$ cat src/rtl/alarm_pkg.sv
// Shared definitions for the alarm sequencer: state encodings, default
// timing constants and a counter-width helper.
package alarm_pkg;

    // Fixed 3-bit state encodings seen on state_o.
    localparam logic [2:0] ENC_DISARMED = 3'd0;
    localparam logic [2:0] ENC_EXIT     = 3'd1;
    localparam logic [2:0] ENC_ARMED    = 3'd2;
    localparam logic [2:0] ENC_ENTRY    = 3'd3;
    localparam logic [2:0] ENC_ALARM    = 3'd4;

    typedef enum logic [2:0] {
        ST_DISARMED = ENC_DISARMED,
        ST_EXIT     = ENC_EXIT,
        ST_ARMED    = ENC_ARMED,
        ST_ENTRY    = ENC_ENTRY,
        ST_ALARM    = ENC_ALARM
    } state_e;

    // Default timebase: 1 ms ticks from a 25 MHz clock.
    localparam int DEF_TICK_CYCLES    = 25000;
    localparam int DEF_DEBOUNCE_TICKS = 20;
    localparam int DEF_EXIT_TICKS     = 10000;
    localparam int DEF_ENTRY_TICKS    = 5000;
    localparam int DEF_ALARM_TICKS    = 60000;
    localparam int DEF_BLINK_TICKS    = 250;
    localparam int DEF_TONE_HALF      = 12500;

    // Bits needed to hold any value from 0 up to and including 'value'.
    function automatic int width_for(input int value);
        return (value < 2) ? 1 : $clog2(value + 1);
    endfunction

endpackage

$ cat src/rtl/input_debounce.sv
// Two-flop synchroniser followed by a tick-based debouncer. The debounced
// level only follows the synchronised input once the two have disagreed on
// DEBOUNCE_TICKS consecutive tick strobes.
module input_debounce
    import alarm_pkg::*;
#(
    parameter int DEBOUNCE_TICKS = DEF_DEBOUNCE_TICKS
) (
    input  logic clk,
    input  logic rst_n,
    input  logic raw_i,
    input  logic tick_i,
    output logic level_o
);

    localparam int CW = width_for(DEBOUNCE_TICKS);

    logic          sync1_q;
    logic          sync2_q;
    logic          level_q;
    logic          level_d;
    logic [CW-1:0] cnt_q;
    logic [CW-1:0] cnt_d;

    // Bring the asynchronous board input into the clk domain.
    always_ff @(posedge clk or negedge rst_n) begin
        if (!rst_n) begin
            sync1_q <= 1'b0;
            sync2_q <= 1'b0;
        end else begin
            sync1_q <= raw_i;
            sync2_q <= sync1_q;
        end
    end

    // Count consecutive strobes on which the input disagrees; any agreeing strobe restarts the count.
    always_comb begin
        level_d = level_q;
        cnt_d   = cnt_q;
        if (tick_i) begin
            if (sync2_q != level_q) begin
                if (cnt_q == CW'(DEBOUNCE_TICKS - 1)) begin
                    level_d = sync2_q;
                    cnt_d   = '0;
                end else begin
                    cnt_d = cnt_q + CW'(1);
                end
            end else begin
                cnt_d = '0;
            end
        end
    end

    // Debounce state register.
    always_ff @(posedge clk or negedge rst_n) begin
        if (!rst_n) begin
            level_q <= 1'b0;
            cnt_q   <= '0;
        end else begin
            level_q <= level_d;
            cnt_q   <= cnt_d;
        end
    end

    assign level_o = level_q;

endmodule

$ cat src/rtl/alarm_sequencer.sv
// Arming/alarm controller: debounces the board inputs, runs the
// disarmed/exit/armed/entry/alarm state machine and drives the LED,
// siren tone and message trigger from registered outputs.
module alarm_sequencer
    import alarm_pkg::*;
#(
    parameter int TICK_CYCLES    = DEF_TICK_CYCLES,
    parameter int DEBOUNCE_TICKS = DEF_DEBOUNCE_TICKS,
    parameter int EXIT_TICKS     = DEF_EXIT_TICKS,
    parameter int ENTRY_TICKS    = DEF_ENTRY_TICKS,
    parameter int ALARM_TICKS    = DEF_ALARM_TICKS,
    parameter int BLINK_TICKS    = DEF_BLINK_TICKS,
    parameter int TONE_HALF      = DEF_TONE_HALF
) (
    input  logic       clk,
    input  logic       rst_n,
    input  logic       sw_on,
    input  logic       gases,
    input  logic       movimiento,
    input  logic       clave,
    output logic       led,
    output logic       sound,
    output logic       mensaje,
    output logic [2:0] state_o
);

    localparam int TMAX_EE = (EXIT_TICKS > ENTRY_TICKS) ? EXIT_TICKS : ENTRY_TICKS;
    localparam int TMAX    = (TMAX_EE > ALARM_TICKS) ? TMAX_EE : ALARM_TICKS;
    localparam int PW      = width_for(TICK_CYCLES);
    localparam int TW      = width_for(TMAX);
    localparam int BW      = width_for(BLINK_TICKS);
    localparam int NW      = width_for(TONE_HALF);

    logic          tick;
    logic          sw_db;
    logic          gas_db;
    logic          mov_db;
    logic          clave_db;
    logic          clave_prev_q;
    logic          clave_ev;
    logic          expire;
    logic          reload;
    logic          state_change;
    logic          alarm_entry;

    state_e        state_q;
    state_e        state_d;
    logic [PW-1:0] presc_q;
    logic [PW-1:0] presc_d;
    logic [TW-1:0] timer_q;
    logic [TW-1:0] timer_d;
    logic [BW-1:0] blink_cnt_q;
    logic [BW-1:0] blink_cnt_d;
    logic          blink_q;
    logic          blink_d;
    logic [NW-1:0] tone_cnt_q;
    logic [NW-1:0] tone_cnt_d;
    logic          tone_q;
    logic          tone_d;
    logic [PW-1:0] msg_cnt_q;
    logic [PW-1:0] msg_cnt_d;
    logic          led_q;
    logic          led_d;
    logic          sound_q;
    logic          sound_d;
    logic          mensaje_q;
    logic [2:0]    state_o_q;

    input_debounce #(.DEBOUNCE_TICKS(DEBOUNCE_TICKS)) u_sw_db (
        .clk(clk), .rst_n(rst_n), .raw_i(sw_on), .tick_i(tick), .level_o(sw_db)
    );
    input_debounce #(.DEBOUNCE_TICKS(DEBOUNCE_TICKS)) u_gas_db (
        .clk(clk), .rst_n(rst_n), .raw_i(gases), .tick_i(tick), .level_o(gas_db)
    );
    input_debounce #(.DEBOUNCE_TICKS(DEBOUNCE_TICKS)) u_mov_db (
        .clk(clk), .rst_n(rst_n), .raw_i(movimiento), .tick_i(tick), .level_o(mov_db)
    );
    input_debounce #(.DEBOUNCE_TICKS(DEBOUNCE_TICKS)) u_clave_db (
        .clk(clk), .rst_n(rst_n), .raw_i(clave), .tick_i(tick), .level_o(clave_db)
    );

    assign tick     = (presc_q == PW'(TICK_CYCLES - 1));
    assign clave_ev = clave_db & ~clave_prev_q;
    assign expire   = tick && (timer_q == TW'(1));

    // Next state: gas overrides everything, then code events, then sw_on/motion, then expiry.
    always_comb begin
        state_d = state_q;
        reload  = 1'b0;
        if (gas_db) begin
            state_d = ST_ALARM;
            reload  = (state_q == ST_ALARM) && expire;
        end else begin
            case (state_q)
                ST_DISARMED: begin
                    if (sw_db) state_d = ST_EXIT;
                end
                ST_EXIT: begin
                    if (clave_ev || !sw_db) state_d = ST_DISARMED;
                    else if (expire)        state_d = ST_ARMED;
                end
                ST_ARMED: begin
                    if (clave_ev)    state_d = ST_DISARMED;
                    else if (mov_db) state_d = ST_ENTRY;
                end
                ST_ENTRY: begin
                    if (clave_ev)    state_d = ST_DISARMED;
                    else if (expire) state_d = ST_ALARM;
                end
                ST_ALARM: begin
                    if (clave_ev)    state_d = ST_DISARMED;
                    else if (expire) state_d = ST_ARMED;
                end
                default: state_d = ST_DISARMED;
            endcase
        end
    end

    assign state_change = (state_d != state_q);
    assign alarm_entry  = (state_d == ST_ALARM) && (state_q != ST_ALARM);

    // Prescaler, state timer, blink, tone and message counters.
    always_comb begin
        presc_d     = tick ? '0 : presc_q + PW'(1);

        timer_d     = timer_q;
        if (state_change || reload) begin
            case (state_d)
                ST_EXIT:  timer_d = TW'(EXIT_TICKS);
                ST_ENTRY: timer_d = TW'(ENTRY_TICKS);
                ST_ALARM: timer_d = TW'(ALARM_TICKS);
                default:  timer_d = '0;
            endcase
        end else if (tick && (timer_q != '0)) begin
            timer_d = timer_q - TW'(1);
        end

        blink_cnt_d = blink_cnt_q;
        blink_d     = blink_q;
        if (state_change) begin
            blink_cnt_d = '0;
            blink_d     = 1'b1;
        end else if (tick) begin
            if (blink_cnt_q == BW'(BLINK_TICKS - 1)) begin
                blink_cnt_d = '0;
                blink_d     = ~blink_q;
            end else begin
                blink_cnt_d = blink_cnt_q + BW'(1);
            end
        end

        tone_cnt_d  = tone_cnt_q;
        tone_d      = tone_q;
        if (alarm_entry) begin
            tone_cnt_d = '0;
            tone_d     = 1'b0;
        end else if (state_q == ST_ALARM) begin
            if (tone_cnt_q == NW'(TONE_HALF - 1)) begin
                tone_cnt_d = '0;
                tone_d     = ~tone_q;
            end else begin
                tone_cnt_d = tone_cnt_q + NW'(1);
            end
        end

        msg_cnt_d   = msg_cnt_q;
        if (alarm_entry && (msg_cnt_q == '0)) begin
            msg_cnt_d = PW'(TICK_CYCLES);
        end else if (msg_cnt_q != '0) begin
            msg_cnt_d = msg_cnt_q - PW'(1);
        end
    end

    // Output decode from the current state, registered one cycle later.
    always_comb begin
        led_d   = 1'b0;
        sound_d = 1'b0;
        case (state_q)
            ST_ARMED:                    led_d = 1'b1;
            ST_EXIT, ST_ENTRY, ST_ALARM: led_d = blink_q;
            default:                     led_d = 1'b0;
        endcase
        if (state_q == ST_ALARM) sound_d = tone_q;
    end

    // State, counters and registered outputs.
    always_ff @(posedge clk or negedge rst_n) begin
        if (!rst_n) begin
            state_q      <= ST_DISARMED;
            clave_prev_q <= 1'b0;
            presc_q      <= '0;
            timer_q      <= '0;
            blink_cnt_q  <= '0;
            blink_q      <= 1'b0;
            tone_cnt_q   <= '0;
            tone_q       <= 1'b0;
            msg_cnt_q    <= '0;
            led_q        <= 1'b0;
            sound_q      <= 1'b0;
            mensaje_q    <= 1'b0;
            state_o_q    <= ENC_DISARMED;
        end else begin
            state_q      <= state_d;
            clave_prev_q <= clave_db;
            presc_q      <= presc_d;
            timer_q      <= timer_d;
            blink_cnt_q  <= blink_cnt_d;
            blink_q      <= blink_d;
            tone_cnt_q   <= tone_cnt_d;
            tone_q       <= tone_d;
            msg_cnt_q    <= msg_cnt_d;
            led_q        <= led_d;
            sound_q      <= sound_d;
            mensaje_q    <= (msg_cnt_q != '0);
            state_o_q    <= state_q;
        end
    end

    assign led     = led_q;
    assign sound   = sound_q;
    assign mensaje = mensaje_q;
    assign state_o = state_o_q;

endmodule

$ cat config.mk
export PLATFORM = sky130hd
export DESIGN_NAME = alarm_sequencer
export DESIGN_NICKNAME = d
export VERILOG_FILES = /design/src/rtl/alarm_pkg.sv /design/src/rtl/input_debounce.sv /design/src/rtl/alarm_sequencer.sv
export SDC_FILE = /design/constraint.sdc
export NUM_CORES = 1
export LEC_CHECK = 0
export CORE_ASPECT_RATIO = 0.6
export CORE_MARGIN = 3
export CORE_UTILIZATION = 47
export DETAILED_ROUTE_END_ITERATION = 8
export HOLD_SLACK_MARGIN = 0.06
export PLACE_DENSITY = 0.69
export SETUP_SLACK_MARGIN = 0.02
export SYNTH_ARGS = -nofsm -noshare
export SYNTH_HDL_FRONTEND = slang
export SYNTH_SLANG_ARGS = --single-unit
$ cat constraint.sdc
create_clock -name clk -period 7.6 [get_ports clk]
set_input_delay 1.52 -clock clk [delete_from_list [all_inputs] [get_ports clk]]
set_output_delay 1.52 -clock clk [all_outputs]
set_load 0.05 [all_outputs]
Yosys cells after proc, flatten, opt, wreduce, memory -nomap -nowiden --
Index checks and enable logic that the tools add are counted.
Cells by class: $add $sub $neg 9, equality and inequality tests 21, muxes and demuxes 39, bitwise logic cells 4, reduce and logical (&&, ||, !) cells 25
Operator list (number):
- $pmux W16 S3 | 1
- $mux W15 | 3
- $mux W14 | 3
- $mux W5 | 8
- $mux W16 | 2
- $mux W3 | 9
- $mux W8 | 3
- $add A5 B1 Y5 const B | 4
- $eq A5 B5 Y1 const B | 4
- $eq A16 B1 Y1 const B | 1
- $reduce_bool A16 Y1 | 1
- $sub A16 B1 Y16 const B | 1
- $add A15 B1 Y15 const B | 1
- $eq A15 B15 Y1 const B | 1
- $logic_not A15 Y1 | 1
- $pmux W3 S5 | 1
- $reduce_bool A15 Y1 | 1
- $sub A15 B1 Y15 const B | 1
- $add A14 B1 Y14 const B | 1
- $eq A14 B14 Y1 const B | 1
- $reduce_and A3 Y1 | 4
- $reduce_bool A2 Y1 | 6
- $eq A3 B2 Y1 const B | 3
- $add A8 B1 Y8 const B | 1
- 16 further kinds | 36
Word-level totals: bits in registers 112, input port bits 6, output and inout bits 6, word-level logic and storage cells 127

Longest topological paths before layout --
depth in word-level cells 10, depth in mapped cells 11, depth with buffers taken out 9

By module --
From an unflattened synthesis, not the netlist that was laid out.
Second synthesis, totals: cells, all modules 580, area, all modules 5766.8 sq um
Modules (own cells, without submodules):
- alarm_sequencer | times used 1, cells each 444, area each 4160.2 sq um, seq. area each 2001.9 sq um
- input_debounce | times used 4, cells each 34, area each 401.6 sq um, seq. area each 200.2 sq um

Least setup slack after synthesis --
Ideal clock, no wire load.
path kind reg-to-reg, start point register presc_q[6], end point register timer_q[13], setup time 0.125 ns, data arrival time 2.853 ns, required time 7.475 ns, path slack 4.622 ns, cell stages (with the launch flop) 8, buffers on the path 1, clock period less this slack 2.978 ns, cells stage by stage dfrtp_1 or4_4 or4_4 or4_4 o2111a_2 and2_4 buf_6 mux2_4
Between the ends: word-level cells in the longest chain between the ends 9, elaborated cells between the ends (all ways) 20, classes of those cells 5 x eq/ne; 10 x mux; 5 x reduce/logical
RTL lines:
- start, declared | RTL line alarm_sequencer.sv:48 | logic [PW-1:0] presc_q;
- start signal, assigned | RTL line alarm_sequencer.sv:205 | presc_q <= presc_d;
- $eq A15 B15 Y1 * | RTL line alarm_sequencer.sv:82 | assign tick = (presc_q == PW'(TICK_CYCLES - 1));
- $logic_and A1 B1 Y1 | RTL line alarm_sequencer.sv:84 | assign expire = tick && (timer_q == TW'(1));
- $mux W3, on equally long branches | RTL line alarm_sequencer.sv:100, alarm_sequencer.sv:112, alarm_sequencer.sv:108
- $mux W3, on equally long branches | RTL line alarm_sequencer.sv:111, alarm_sequencer.sv:99, alarm_sequencer.sv:107
- $pmux W3 S5 | RTL line alarm_sequencer.sv:94 | case (state_q)
- $mux W3 | RTL line alarm_sequencer.sv:90 | if (gas_db) begin
- $eq A3 B3 Y1 (tied with other cells) | RTL line alarm_sequencer.sv:128 | case (state_d)
- $pmux W16 S3 or $logic_or A1 B1 Y1 (tied branches) | RTL line alarm_sequencer.sv:128, alarm_sequencer.sv:127
- $mux W16 or $reduce_bool A2 Y1 (tied branches)
- end signal, assigned | RTL line alarm_sequencer.sv:206 | timer_q <= timer_d;
- end, declared | RTL line alarm_sequencer.sv:50 | logic [TW-1:0] timer_q;
Every way passes the cells marked *; elsewhere a longest branch is shown, timed or not. A chain may end at the register's enable or synchronous reset.

Final worst setup path --
start point register presc_q[6], end point register tone_cnt_q[7]
Between the ends: word-level cells in the longest chain between the ends 9, elaborated cells between the ends (all ways) 13, classes of those cells 2 x eq/ne; 8 x mux; 3 x reduce/logical
RTL lines:
- $eq A15 B15 Y1 * | RTL line alarm_sequencer.sv:82
- $logic_and A1 B1 Y1 * | RTL line alarm_sequencer.sv:84
- $mux W3, on equally long branches | RTL line alarm_sequencer.sv:100, alarm_sequencer.sv:112, alarm_sequencer.sv:108
- $mux W3, on equally long branches | RTL line alarm_sequencer.sv:111, alarm_sequencer.sv:99, alarm_sequencer.sv:107
- $pmux W3 S5 * | RTL line alarm_sequencer.sv:94
- $mux W3 * | RTL line alarm_sequencer.sv:90
- $eq A3 B3 Y1 * | RTL line alarm_sequencer.sv:120 | assign alarm_entry = (state_d == ST_ALARM) && (state_q != ST_ALARM);
- $logic_and A1 B1 Y1 * | RTL line alarm_sequencer.sv:120
- $mux W14 or $reduce_bool A2 Y1 (tied branches)
- end signal, assigned | RTL line alarm_sequencer.sv:209 | tone_cnt_q <= tone_cnt_d;
- end, declared | RTL line alarm_sequencer.sv:56 | logic [NW-1:0] tone_cnt_q;
Marked as above.

==> results.sh <==
export IMPL_critPathLaunchType="flip-flop"
export IMPL_max_freq_ghz=0.294
export IMPL_cts_tree="yes"
export IMPL_yosys_area_share_simple_pct=23.5
export IMPL_syn_inst=569
export IMPL_grt_ovfl_total=0
export IMPL_die_h_um=90.3
export IMPL_rows=30
export IMPL_crit_slowest_cell="or4_4"
export IMPL_synth_edff_count=0
export IMPL_crit_top_cell="or4_4"
export IMPL_synth_nets=587
export IMPL_nets=596
export IMPL_syn_to_final_growth_pct=10.4
export IMPL_setup_violations=0
export IMPL_hold_buffers=0
export IMPL_fin_crit_sh_pct=44.7
export IMPL_cts_repair_resized=0
export IMPL_dpl_hpwl_mm=8.18
export IMPL_slowest_delay_ps=750
export IMPL_cts_sinks=112
export IMPL_finish_instance_area_um2=6140
export IMPL_status="finished clean"
export IMPL_ys_types=53
export IMPL_synth_mux_area_share_pct=2.16
export IMPL_yosysTopAreaCellShare_pct=50.4
export IMPL_vias=4275
export IMPL_clk_path_buf_depth=2
export IMPL_cts_root_buf="clkbuf_16"
export IMPL_yosysWarnings=0
export IMPL_drt_pass1_iter_count=5
export IMPL_final_cells=743
export IMPL_drv_slew=0
export IMPL_h_tree_depth=3
export IMPL_clkTransAtPathRegs_ps=80
export IMPL_powerDensity_nw_per_um2=182
export IMPL_worstPathMaxFanout=41
export IMPL_routed_wl_mm=11.4
export IMPL_crit_arrival_ps=3610
export IMPL_ys_flop_type="dfrtp_1"
export IMPL_drt_iter0_drc=430
export IMPL_finClkSkew_ps=9.85
export IMPL_grt_max_degree=63
export IMPL_path_cells="or4_4, or4_4, nor4_2, a41oi_1, and2_1, o21ai_1, o31ai_1"
export IMPL_detail_route_vias_per_cell=5.75
export IMPL_die_w_um=146
export IMPL_synth_seq_cells=112
export IMPL_dieArea_um2=13200
export IMPL_post_route_util_pct=53.8
export IMPL_yosys_area_top_type="dfrtp_1"
export IMPL_p_leak_nw=2.86
export IMPL_fin_setup_tns_ps=0
export IMPL_syn_area_um2=5560
export IMPL_port_buffer_count=11
export IMPL_vdd_ir_drop_max_uv=96.9
export IMPL_cp_end_kind="flip-flop"
export IMPL_hold_violations=0
export IMPL_track_usage_pct=18.4
export IMPL_synth_top_family_by_area="simple AND/OR/NAND/NOR gates"
export IMPL_drtAntennaViolNets=0
export IMPL_relSlewSlack_pct=20.4
export IMPL_start_util_pct=48.7
export IMPL_core_um2=11400
export IMPL_synth_area_top_cells="dfrtp_1 50%, nand2_1 4.5%, o21ai_0 4.0%"
export IMPL_grt_pass1_wl_mm=20.1
export IMPL_final_min_clock_period_ps=3400
export IMPL_synth_area_per_cell_um2=9.78
export IMPL_synth_fa_ha_area_share_pct=2.70
export IMPL_rsz0062_at_grt="no"
export IMPL_setup_ws_ps=4200
export IMPL_synth_xor_area_share_pct=6.14
export IMPL_grt_pass1_vias=4042
export IMPL_clock_latency_ps=350
export IMPL_drive_above_1_share_pct=6.69
export IMPL_numCtsBuffers=9
export IMPL_p_total_mw=1.12
export IMPL_drc_errors=0
export IMPL_diodes=0
export IMPL_synth_compound_area_share_pct=12.9
export IMPL_placed_cell_area_um2=5820
export IMPL_gp_congestion=0.894
export IMPL_ys_async_sr_fraction_pct=100
export IMPL_holdWs_ps=357
export IMPL_critPathRequiredTime_ps=7820
export IMPL_antenna_found_initial=0
export IMPL_wl_per_cell_um=15.4
export IMPL_boundaryPins=12
export IMPL_post_cts_buffers=0
export IMPL_hold_path_class="reg -> reg"
export IMPL_worst_pin_slew_ps=1180
export IMPL_worst_setup_path_type="reg -> reg"
export IMPL_dp_cells=727
export IMPL_post_place_ws_ps=4200
export IMPL_drv_cap=0
export IMPL_yosysSeqAreaShare_pct=50.4
==> cell families after synthesis <==
| kind of cell | after synthesis |
|---|---|
| mux | 11 |
| simple gates | 251 |
| compound gates | 116 |
| xor+xnor | 39 |
| buf+inv | 28 |
| fa+ha+maj | 12 |
| flops | 112 |
==> state kept, by name (all words and copies together) (netlist names), 3 cells and up <==
name,count
blink_cnt_q,8
state_o,3
u_gas_db.cnt_q,5
u_clave_db.cnt_q,5
u_sw_db.cnt_q,5
state_q,3
tone_cnt_q,14
presc_q,15
u_mov_db.cnt_q,5
timer_q,16
msg_cnt_q,15
==> where the power goes <==
group	internal, mW	leakage (nW)	switching [mW]
sequential	0.598	1.53	0.00110
clock	0.289	0.152	0.212
combinational	0.00371	1.17	0.0134
==> synth_stat cells, types with 2 or more instances <==
master	instances
a22o_1	9
nand3_1	27
or4_4	3
inv_1	11
ha_1	12
a21oi_1	21
or2_2	2
buf_6	2
o21ai_1	5
nand4b_1	2
nor3b_1	6
o21ai_0	45
nor3_1	20
a41oi_1	2
nand2_1	67
nor2_1	46
or4_1	5
nor2b_1	3
a31oi_1	5
clkbuf_1	14
nand3b_1	6
nor4_1	15
or4b_2	2
o31a_1	2
xnor2_1	23
nand2b_1	9
dfrtp_1	112
or3_1	5
o31ai_1	14
and2_1	4
mux2_2	4
xor2_1	16
nand4_1	6
and3_1	18
mux2i_1	6
a21o_1	3
==> worst max-delay path: cells and delay by family, from the launching register on <==
| family | cells | cell delay [ps] |
|---|---|---|
| AND/OR/NAND/NOR | 4 | 2200 |
| AO/OA/AOI/OAI | 3 | 620 |
| flip-flops | 1 | 450 |
==> final timing paths <==
path	cells past startpoint	endpoint	from	slack (ps)
min	0	u_gas_db.sync2_q	u_gas_db.sync1_q	360
min reg2reg	0	u_gas_db.sync2_q	u_gas_db.sync1_q	360
max in group asynchronous	2	u_gas_db.level_o	rst_n	5240
max reg2reg	7	tone_cnt_q[7]	presc_q[6]	4200
max	7	tone_cnt_q[7]	presc_q[6]	4200
min in group asynchronous	1	presc_q[11]	rst_n	1240
==> cells in the final DEF (no fill, tap or decap), drive strengths merged, types with 3 or more instances in the layout <==
cell,Yosys,routed
clkdlybuf4s50,0,10
nand3b,6,6
nand2,67,67
and3,18,18
a31oi,5,5
a21oi,21,21
or3,5,5
clkbuf,14,9
nand4,6,6
nand2b,9,9
and2,5,5
or4,8,8
a21o,3,3
nor3b,6,6
nand3,27,27
inv,11,12
nor3,20,20
xor2,16,16
o21ai,50,50
ha,12,12
dfrtp,112,112
mux2i,6,6
o31ai,14,14
clkinv,1,3
nor2b,3,3
buf,2,4
a22o,9,9
xnor2,23,23
nor2,46,46
nor4,17,17
mux2,5,5
==> cell type report <==
cell class,count,area (um^2)
sequential,112,2800
multi-input combinational,429,2650
timing repair buffer,14,130
inverter,12,45.0
clock inverter,7,93.8
fill,1053,5270
tap,160,200
clock buffer,9,225
==> layer usage <==
metal / share of wire (%) / GRT usage [%] / vias up
met1: 53 / 29.7 / 2071
met3: 6.2 / 4.71 / 7
li1: - / - / 2070
met2: 40 / 25.0 / 127
met5: 0 / 0 / -
met4: 0.40 / 2.82 / 0
No activity file was read; power rests on OpenSTA's default activity.
